$ cat config.mk
export PLATFORM = sky130hd
export DESIGN_NAME = legv8_control_unit
export DESIGN_NICKNAME = d
export VERILOG_FILES = /design/src/rtl/legv8_pkg.sv /design/src/rtl/legv8_imm_gen.sv /design/src/rtl/legv8_control_unit.sv
export SDC_FILE = /design/constraint.sdc
export NUM_CORES = 1
export LEC_CHECK = 0
export CORE_MARGIN = 3
export CORE_UTILIZATION = 41
export CTS_CLUSTER_DIAMETER = 50
export CTS_CLUSTER_SIZE = 14
export DETAILED_ROUTE_END_ITERATION = 12
export PLACE_DENSITY = 0.77
export SLEW_MARGIN = 20
export SYNTH_ARGS = -nofsm -noshare
export SYNTH_HDL_FRONTEND = slang
export SYNTH_SLANG_ARGS = --single-unit
$ cat constraint.sdc
create_clock -name clock -period 5.7 [get_ports clock]
set_clock_uncertainty 0.2 [all_clocks]
set_input_delay 0.855 -clock clock [delete_from_list [all_inputs] [get_ports clock]]
set_output_delay 0.855 -clock clock [all_outputs]
set_load 0.03 [all_outputs]
$ cat src/rtl/legv8_pkg.sv
// Shared definitions for the LEGv8 control unit: opcodes, FS codes, FSM
// states, immediate selects and control-word field positions.
// Optional macro: LEGV8_CU_BCOND_EN (ADDS/SUBS, flag register, B.cond).
package legv8_pkg;

    typedef enum logic [1:0] {
        FETCH = 2'd0,
        EXEC  = 2'd1,
        HALT  = 2'd2
    } state_t;

    typedef enum logic [2:0] {
        IMM_NONE,
        IMM_I,
        IMM_D,
        IMM_CB,
        IMM_B
    } imm_sel_t;

    typedef enum logic [3:0] {
        K_ILLEGAL,
        K_RTYPE,
        K_ITYPE,
        K_LDUR,
        K_STUR,
        K_CBZ,
        K_CBNZ,
        K_B,
        K_BCOND
    } kind_t;

    localparam logic [10:0] OP_ADD  = 11'b10001011000;
    localparam logic [10:0] OP_SUB  = 11'b11001011000;
    localparam logic [10:0] OP_AND  = 11'b10001010000;
    localparam logic [10:0] OP_ORR  = 11'b10101010000;
    localparam logic [10:0] OP_LDUR = 11'b11111000010;
    localparam logic [10:0] OP_STUR = 11'b11111000000;
    localparam logic [9:0]  OP_ADDI = 10'b1001000100;
    localparam logic [9:0]  OP_SUBI = 10'b1101000100;
    localparam logic [9:0]  OP_ANDI = 10'b1001001000;
    localparam logic [9:0]  OP_ORRI = 10'b1011001000;
    localparam logic [7:0]  OP_CBZ  = 8'b10110100;
    localparam logic [7:0]  OP_CBNZ = 8'b10110101;
    localparam logic [5:0]  OP_B    = 6'b000101;
`ifdef LEGV8_CU_BCOND_EN
    localparam logic [10:0] OP_ADDS  = 11'b10101011000;
    localparam logic [10:0] OP_SUBS  = 11'b11101011000;
    localparam logic [7:0]  OP_BCOND = 8'b01010100;
`endif

    localparam logic [4:0] FS_AND = 5'b00000;
    localparam logic [4:0] FS_ORR = 5'b00100;
    localparam logic [4:0] FS_ADD = 5'b01000;
    localparam logic [4:0] FS_SUB = 5'b01001;

    // ControlWord = {SA[4:0],SB[4:0],DA[4:0],RegWrite,MemWrite,FS[4:0],SD}
    localparam int unsigned CW_WIDTH  = 23;
    localparam int unsigned CW_SA_LSB = 18;
    localparam int unsigned CW_SB_LSB = 13;
    localparam int unsigned CW_DA_LSB = 8;
    localparam int unsigned CW_RW     = 7;
    localparam int unsigned CW_MW     = 6;
    localparam int unsigned CW_FS_LSB = 1;
    localparam int unsigned CW_SD     = 0;

    // Widest opcode field wins: 11-bit, then 10-bit, then 8-bit, then 6-bit.
    function automatic kind_t classify(input logic [31:0] ir);
        kind_t k;
        k = K_ILLEGAL;
        case (ir[31:21])
            OP_ADD, OP_SUB, OP_AND, OP_ORR: k = K_RTYPE;
`ifdef LEGV8_CU_BCOND_EN
            OP_ADDS, OP_SUBS:               k = K_RTYPE;
`endif
            OP_LDUR:                        k = K_LDUR;
            OP_STUR:                        k = K_STUR;
            default: begin
                if (ir[31:22] inside {OP_ADDI, OP_SUBI, OP_ANDI, OP_ORRI})
                    k = K_ITYPE;
                else if (ir[31:24] == OP_CBZ)
                    k = K_CBZ;
                else if (ir[31:24] == OP_CBNZ)
                    k = K_CBNZ;
`ifdef LEGV8_CU_BCOND_EN
                else if (ir[31:24] == OP_BCOND)
                    k = K_BCOND;
`endif
                else if (ir[31:26] == OP_B)
                    k = K_B;
            end
        endcase
        return k;
    endfunction

    function automatic logic [4:0] r_fs(input logic [10:0] op);
        logic [4:0] fs;
        case (op)
            OP_SUB:  fs = FS_SUB;
`ifdef LEGV8_CU_BCOND_EN
            OP_SUBS: fs = FS_SUB;
`endif
            OP_AND:  fs = FS_AND;
            OP_ORR:  fs = FS_ORR;
            default: fs = FS_ADD;
        endcase
        return fs;
    endfunction

    function automatic logic [4:0] i_fs(input logic [9:0] op);
        logic [4:0] fs;
        case (op)
            OP_SUBI: fs = FS_SUB;
            OP_ANDI: fs = FS_AND;
            OP_ORRI: fs = FS_ORR;
            default: fs = FS_ADD;
        endcase
        return fs;
    endfunction

endpackage

$ cat src/rtl/legv8_imm_gen.sv
// Immediate generator: datapath constant (I/D forms) and the byte branch
// offset (CB/B forms, already shifted left by 2) from the IR body.
module legv8_imm_gen
    import legv8_pkg::*;
(
    input  logic [25:0] ir_body,
    input  imm_sel_t    imm_sel,
    output logic [63:0] const_val,
    output logic [63:0] br_offset
);

    // Select and extend the immediate field for the current instruction form
    always_comb begin
        const_val = '0;
        br_offset = '0;
        case (imm_sel)
            IMM_I:   const_val = {52'b0, ir_body[21:10]};
            IMM_D:   const_val = {{55{ir_body[20]}}, ir_body[20:12]};
            IMM_CB:  br_offset = {{43{ir_body[23]}}, ir_body[23:5], 2'b00};
            IMM_B:   br_offset = {{36{ir_body[25]}}, ir_body[25:0], 2'b00};
            default: ;
        endcase
    end

endmodule

$ cat src/rtl/legv8_control_unit.sv
// Multicycle LEGv8 sequencer: FETCH (req/ack) -> EXEC (one cycle) -> FETCH,
// HALT on an unrecognised opcode until reset.
// Optional macro: LEGV8_CU_BCOND_EN adds ADDS/SUBS, the NZCV flag register
// and B.cond.
module legv8_control_unit
    import legv8_pkg::*;
#(
    parameter logic [63:0] RESET_PC = 64'h0,
    parameter int unsigned PC_STEP  = 4
) (
    input  logic                clock,
    input  logic                reset,
    output logic                imem_req,
    input  logic                imem_ack,
    output logic [63:0]         imem_addr,
    input  logic [31:0]         imem_data,
    input  logic [3:0]          status,
    output logic [CW_WIDTH-1:0] ControlWord,
    output logic [63:0]         Const,
    output logic                Bsel,
    output logic                halted,
    output logic                illegal
);

    state_t                state, state_next;
    logic [63:0]           pc;
    logic [31:0]           ir;
    kind_t                 kind;
    imm_sel_t              imm_sel;
    logic [63:0]           imm_const, br_offset;
    logic [CW_WIDTH-1:0]   cw;
    logic                  bsel_d, taken, exec;

    assign kind = classify(ir);
    assign exec = (state == EXEC);

    legv8_imm_gen u_imm_gen (
        .ir_body   (ir[25:0]),
        .imm_sel   (imm_sel),
        .const_val (imm_const),
        .br_offset (br_offset)
    );

`ifdef LEGV8_CU_BCOND_EN
    logic [3:0] flags;   // {V,C,N,Z}, same order as status

    function automatic logic cond_holds(input logic [3:0] cond, input logic [3:0] f);
        logic r;
        case (cond[3:1])
            3'd0:    r = f[0];
            3'd1:    r = f[2];
            3'd2:    r = f[1];
            3'd3:    r = f[3];
            3'd4:    r = f[2] & ~f[0];
            3'd5:    r = (f[1] == f[3]);
            3'd6:    r = ~f[0] & (f[1] == f[3]);
            default: r = 1'b1;
        endcase
        // Odd codes invert their even partner; 1111 stays "always".
        return (cond[0] && cond[3:1] != 3'b111) ? ~r : r;
    endfunction

    // Latch ALU flags at the end of an ADDS/SUBS execute cycle
    always_ff @(posedge clock or posedge reset) begin
        if (reset)
            flags <= '0;
        else if (exec && (ir[31:21] == OP_ADDS || ir[31:21] == OP_SUBS))
            flags <= status;
    end
`else
    logic unused_status;
    assign unused_status = ^status[3:1];
`endif

    // Decode the IR into control word, immediate select and branch decision
    always_comb begin
        cw      = '0;
        imm_sel = IMM_NONE;
        bsel_d  = 1'b0;
        taken   = 1'b0;
        case (kind)
            K_RTYPE: begin
                cw[CW_SA_LSB +: 5] = ir[9:5];
                cw[CW_SB_LSB +: 5] = ir[20:16];
                cw[CW_DA_LSB +: 5] = ir[4:0];
                cw[CW_RW]          = 1'b1;
                cw[CW_FS_LSB +: 5] = r_fs(ir[31:21]);
            end
            K_ITYPE: begin
                cw[CW_SA_LSB +: 5] = ir[9:5];
                cw[CW_DA_LSB +: 5] = ir[4:0];
                cw[CW_RW]          = 1'b1;
                cw[CW_FS_LSB +: 5] = i_fs(ir[31:22]);
                imm_sel            = IMM_I;
                bsel_d             = 1'b1;
            end
            K_LDUR: begin
                cw[CW_SA_LSB +: 5] = ir[9:5];
                cw[CW_DA_LSB +: 5] = ir[4:0];
                cw[CW_RW]          = 1'b1;
                cw[CW_FS_LSB +: 5] = FS_ADD;
                cw[CW_SD]          = 1'b1;
                imm_sel            = IMM_D;
                bsel_d             = 1'b1;
            end
            K_STUR: begin
                cw[CW_SA_LSB +: 5] = ir[9:5];
                cw[CW_SB_LSB +: 5] = ir[4:0];
                cw[CW_MW]          = 1'b1;
                cw[CW_FS_LSB +: 5] = FS_ADD;
                imm_sel            = IMM_D;
                bsel_d             = 1'b1;
            end
            K_CBZ, K_CBNZ: begin
                cw[CW_SA_LSB +: 5] = ir[4:0];
                cw[CW_FS_LSB +: 5] = FS_ORR;
                imm_sel            = IMM_CB;
                bsel_d             = 1'b1;
                taken              = (kind == K_CBZ) ? status[0] : ~status[0];
            end
            K_B: begin
                imm_sel = IMM_B;
                taken   = 1'b1;
            end
`ifdef LEGV8_CU_BCOND_EN
            K_BCOND: begin
                imm_sel = IMM_CB;
                taken   = cond_holds(ir[3:0], flags);
            end
`endif
            default: ;
        endcase
    end

    // Next-state logic for the FETCH/EXEC/HALT sequencer
    always_comb begin
        state_next = state;
        case (state)
            FETCH:   if (imem_ack) state_next = EXEC;
            EXEC:    state_next = (kind == K_ILLEGAL) ? HALT : FETCH;
            HALT:    state_next = HALT;
            default: state_next = FETCH;
        endcase
    end

    // State register
    always_ff @(posedge clock or posedge reset) begin
        if (reset)
            state <= FETCH;
        else
            state <= state_next;
    end

    // IR capture on fetch, PC update and sticky illegal flag on execute
    always_ff @(posedge clock or posedge reset) begin
        if (reset) begin
            pc      <= RESET_PC;
            ir      <= '0;
            illegal <= 1'b0;
        end else begin
            case (state)
                FETCH: if (imem_ack) ir <= imem_data;
                EXEC: begin
                    if (kind == K_ILLEGAL)
                        illegal <= 1'b1;
                    else if (taken)
                        pc <= pc + br_offset;
                    else
                        pc <= pc + 64'(PC_STEP);
                end
                default: ;
            endcase
        end
    end

    // Datapath controls are live only in EXEC so strobes vanish with reset
    assign ControlWord = exec ? cw : '0;
    assign Const       = exec ? imm_const : '0;
    assign Bsel        = exec & bsel_d;
    assign imem_req    = (state == FETCH);
    assign imem_addr   = pc;
    assign halted      = (state == HALT);

endmodule

After elaboration in Yosys (flattened, before gate mapping)
Cells that the tools add are included.
- bits in latches: 0
- bits in writable memories: 0
- output and inout port bits: 155
- logic and storage cells: 73
- input bits: 39
- register bits after elaboration: 99
- memories: 0
- memory bits (read-only): 0
- shifts and indexed selects: 0
- divide/modulo/power cells: 0
- reduce and logical (&&, ||, !) cells: 12
- multipliers: 0
- bitwise gates (word level): 3
- add/subtract/negate cells: 2
- mux-type cells: 25
- equal/unequal tests: 27
- magnitude comparators: 0
- operators with widths (operator ; number):
    $pmux 64 s2 ; 2
    $mux 64 ; 2
    $eq 11x11->1 const B ; 6
    $add 64x3->64 const B ; 1
    $add 64x64->64 ; 1
    $eq 10x10->1 const B ; 4
    $pmux 4 s3 ; 2
    $mux 23 ; 1
    $pmux 5 s2 ; 2
    $pmux 5 s4 ; 1
    $eq 4x3->1 const B ; 4
    $eq 8x8->1 const B ; 2
    $mux 3 ; 4
    $pmux 3 s4 ; 1
    $pmux 3 s3 ; 1
    $eq 4x2->1 const B ; 2
    $reduce_or 4->1 ; 2
    $eq 3x2->1 const B ; 2
    $eq 6x3->1 const B ; 1
    $mux 6 ; 1
    $pmux 2 s3 ; 1
    $reduce_and 2->1 ; 3
    $reduce_or 5->1 ; 1
    $eq 4x1->1 const B ; 1
    15 further kinds ; 21

Depth between registers and ports, before layout
- depth in word-level cells: 13
- depth in mapped cells: 21
- depth with buffers taken out: 19

By module
A second synthesis with hierarchy kept.
- cell total of the unflattened synthesis: 1395
- area total of the unflattened synthesis: 10770.3 µm²
- modules (own cells, without submodules) (module ; area each (µm²) ; cells an instance ; times used ; seq. area each (µm²)):
    legv8_control_unit ; 9604.2 ; 1239 ; 1 ; 2477.4
    legv8_imm_gen ; 1166.1 ; 156 ; 1 ; 0.0

Worst setup path after synthesis
Ideal clock, no wire load.
- path kind: register to register
- start point: register ir[27]
- end point: register pc[63] (netlist: imem_addr[63])
- stages on the path, launching flop included: 21
- data required time: 5.367 ns
- data arrival time: 5.040 ns
- period minus slack after synthesis: 5.373 ns
- buffers on the path: 2
- setup time: 0.133 ns
- setup slack: 0.327 ns
- path through: dfrtp_1 > nand2b_1 > or3b_4 > nor4bb_4 > buf_6 > a21oi_2 > nand4_1 > o211ai_4 > a21oi_2 > ha_1 > buf_2 > a21oi_2 > o21ai_1 > a22o_1 > a311o_1 > o2111a_1 > o31ai_1 > o21ai_0 > xor2_1 > nand2_1 > xnor2_1
- longest elaborated chain between the ends: 13
- elaborated cells between the ends (all ways): 39
- classes of those cells: add/sub (1); eq/ne (21); mux (10); bitwise (1); reduce/logical (6)
- ends and longest elaborated chain (what ; line ; RTL):
    start, declared ; legv8_control_unit.sv:27 ; logic [31:0] ir;
    start signal, assigned ; legv8_control_unit.sv:162 ; FETCH: if (imem_ack) ir <= imem_data;
    $eq 6x3->1 ; legv8_pkg.sv:88 ; else if (ir[31:26] == OP_B)
    $mux 3 ; legv8_pkg.sv:88 ;
    $mux 3 ; legv8_pkg.sv:82 ; else if (ir[31:24] == OP_CBNZ)
    $mux 3 ; legv8_pkg.sv:80 ; else if (ir[31:24] == OP_CBZ)
    $mux 3 ; legv8_pkg.sv:78 ; if (ir[31:22] inside {OP_ADDI, OP_SUBI, OP_ANDI, OP_ORRI})
    $pmux 3 s3 * ; legv8_pkg.sv:70 ; case (ir[31:21])
    $eq 4x3->1 (tied with other cells) ; legv8_control_unit.sv:81, legv8_control_unit.sv:119 ;
    $reduce_or 2->1 ; n/a ;
    $pmux 3 s4 ; legv8_control_unit.sv:81 ; case (kind)
    $eq 3x3->1 / $eq 3x2->1 (equally long branches) ; legv8_imm_gen.sv:16 ; case (imm_sel)
    $pmux 64 s2 ; legv8_imm_gen.sv:16 ;
    $add 64x64->64 ; legv8_control_unit.sv:167 ; pc <= pc + br_offset;
    $mux 64 ; legv8_control_unit.sv:166 ; else if (taken)
    end signal, assigned ; legv8_control_unit.sv:167 ;
    end signal, assigned ; legv8_control_unit.sv:169 ; pc <= pc + 64'(PC_STEP);
    end, declared ; legv8_control_unit.sv:26 ; logic [63:0] pc;
Mark *: on every way between the ends. The rest lies on a longest branch, timed or not.
A chain may end at the register's enable or synchronous reset.

Worst setup path after layout
Same ends and word-level chain as after synthesis.

==> run metrics <==
CP max stage delay=0.43 ns; HP Class=register to register; Final Core Density=0.517; max cap viols=0; slew margin rel.=0.466; top cells by area, synth=dfrtp_1 (28%), ha_1 (8.9%), nand2_1 (5.4%); setup slack, reg-to-reg=0.36 ns; final period demand of the worst path=5.34 ns; Total Neg Setup Slack=0 ns; fin crit share=0.936; Post-synth EDFFs=0; critical path endpoint category=register; non-filler instance count after layout=1414; clk slew on worst S/H paths=0.08 ns; clock root buffer=clkbuf_16; largest net degree at the start of global routing=124; CTS hold repair buffers=0; Area growth syn-to-layout=22.9%; Critical Path RT=5.75 ns; Worst Hold End=illegal; Final Hold Viols=0; FF-to-FF path depth=18; pre-CTS setup slack=0.384 ns; Max Root-Sink Buffers=2; H-Tree Depth=3; Least-Margin Pin Slew=0.801 ns; later-pin clock latency in the skew report=0.36 ns; Comb power frac=0.546; pwr dens=424 nW/um2; CTS tree=built; YS warnings=0; Leak Pwr=0.00459 uW; Die Width=150 um; syn_area_per_cell=8.28 um2; Slew Limit Fails=0; clock sinks=97; post-synth cell types=76; DR pass1 iterations=5; Post-Synthesis Cells=1034; worst setup path category=register to register; worst reg2reg path startpoint=ir[27]; Post-CTS Setup Repair Bufs=0; most frequent cell after synthesis=nand2_1; Final Setup Violations=0; Seq pwr share=0.316; worst setup margin=0.363 ns; Post-CTS Resized=0; DP HPWL=19100 um; post-route ant nets=0; die area=22600 um2; antenna violations before repair=0; # diodes=0; GRT Total Usage=0.217; Mapped Area=8560 um2; startpoint types=register; Slowest cell on crit path=nor4bb_4; crit path max fanout=37; DRC=0; Post-Route WL=24700 um; die height=150 um; Post-synth ARST share=1.00; CP bufs+invs=2; most frequent CP cell=nand2_1; total global routing overflow=0; Initial Util=0.420; DP Area=10200 um2; Yosys top cell by area=dfrtp_1; predominant post-synthesis flop cell=dfrtp_1; vias in the first global route=7547; io pins=194; DR vias=7967; status=complete, no violations; Seq/Total Area, Yosys=0.284; total core area=20400 um2; Synth top area share=0.284; share of layout cells above drive strength 1=0.0760; placed cell count=1398; fill cell count=1943; drt wl/cell=17.5 um; final instance area=10500 um2; Final #Nets=1240; switch share=0.487; synth cell count leaders=nand2_1 (123), dfrtp_1 (97), a21oi_1 (86); DR vias/cell=5.63; clock power share=0.139; Iteration-0 DRC Markers=585; CP top delay family=compound AO/OA/AOI/OAI gates; post-synthesis register bit count=97; critical-path cell list=nand2b_1 -> or3b_4 -> nor4bb_4 -> buf_6 -> nand2_1 -> a21oi_2 -> buf_12 -> ha_1 -> a21oi_1 -> o21ai_1 -> a22o_1 -> a311o_1 -> o2111a_1 -> o31ai_1 -> o21ai_0 -> xor2_1 -> nand2_1 -> xnor2_1; reg-to-reg endpoint=imem_addr[63]; maximum VDD drop=0.000256 V; Net Sw Power=2170 uW; worst hold start=illegal; Arr. time, crit path=5.39 ns; max frequency=187 MHz; first-pass GRT wire length=39400 um; row cnt=52; RePlAce Congestion=0.927; RSZ-0062 raised after global routing=false; Int Power=2290 uW; IO buf count=186; Num CTS Buffers=9; hold depth=1
-- layout by cell type, fill, tap and decap left out, types with 17 or more instances in the layout --
master | Yosys | routed
xnor2_1 | 35 | 35
o21ai_0 | 80 | 80
inv_1 | 25 | 24
dfrtp_1 | 97 | 97
nand4_1 | 21 | 21
o21bai_1 | 17 | 17
mux2_2 | 32 | 32
xor2_1 | 22 | 22
nand2_1 | 123 | 123
a21oi_1 | 86 | 86
clkdlybuf4s50_1 | 0 | 186
nor2_1 | 79 | 79
a21o_1 | 40 | 40
ha_1 | 61 | 61
a22oi_1 | 30 | 30
-- power by group through the flow --
stage               Clock (uW)  Combinational, uW  Sequential (uW)
floorplan                    0               1340             1640
global placement             0               2400             1410
detailed placement           0               2430             1420
CTS                        637               2450             1410
global route               662               2680             1460
finish                     619               2440             1410
-- kinds of logic after synthesis --
kind of cell | after synthesis | synth area share
simple gates | 309 | 0.173
flops | 97 | 0.284
mux | 36 | 0.0468
fa+ha+maj | 62 | 0.0915
other cells | 1 | 0.000438
buf+inv | 131 | 0.0865
compound gates | 341 | 0.260
xor+xnor | 57 | 0.0583
-- stage by stage --
| stage | total power, uW | hold WS [ns] |
|---|---|---|
| 2_1_floorplan | 2980 | 0.296 |
| 3_3_place_gp | 3810 | 0.248 |
| 3_5_place_dp | 3850 | 0.253 |
| 4_1_cts | 4500 | 0.268 |
| 5_1_grt | 4800 | 0.278 |
| 6_report | 4460 | 0.269 |
-- metal layers --
layer	vias to the layer above	share of wire	wire length, um	track usage
met1	3740	0.41	10100	0.268
met3	32	0.074	1830	0.0364
met5	-	0	0	0
met4	0	0.018	450	0.0581
met2	297	0.50	12300	0.391
li1	3898	-	-	-
-- sequential cells by signal, indices dropped and copies added, names as in the netlist --
signal     cells
imem_addr     62
ir            32
state          2
illegal        1
-- cell type report --
class / instances / area (um2) / share of cell area
Tap cell: 270 / 338 / 0.0321
Clock inverter: 7 / 67.6 / 0.00642
Inverter: 25 / 96.3 / 0.00916
Sequential cell: 97 / 2430 / 0.231
Multi-Input combinational cell: 809 / 5400 / 0.513
Clock buffer: 9 / 225 / 0.0214
Timing Repair Buffer: 197 / 1960 / 0.187
-- how the worst max path moves through the flow --
stage               from             to  depth (start not counted)
4_1_cts           ir[27]  imem_addr[63]                         18
5_1_grt           ir[21]  imem_addr[61]                         19
3_5_place_dp      ir[27]  imem_addr[63]                         18
3_3_place_gp   status[0]  imem_addr[61]                         16
2_1_floorplan     ir[27]  imem_addr[63]                         20
6_report          ir[27]  imem_addr[63]                         18
(Power assumes the default switching activity.)
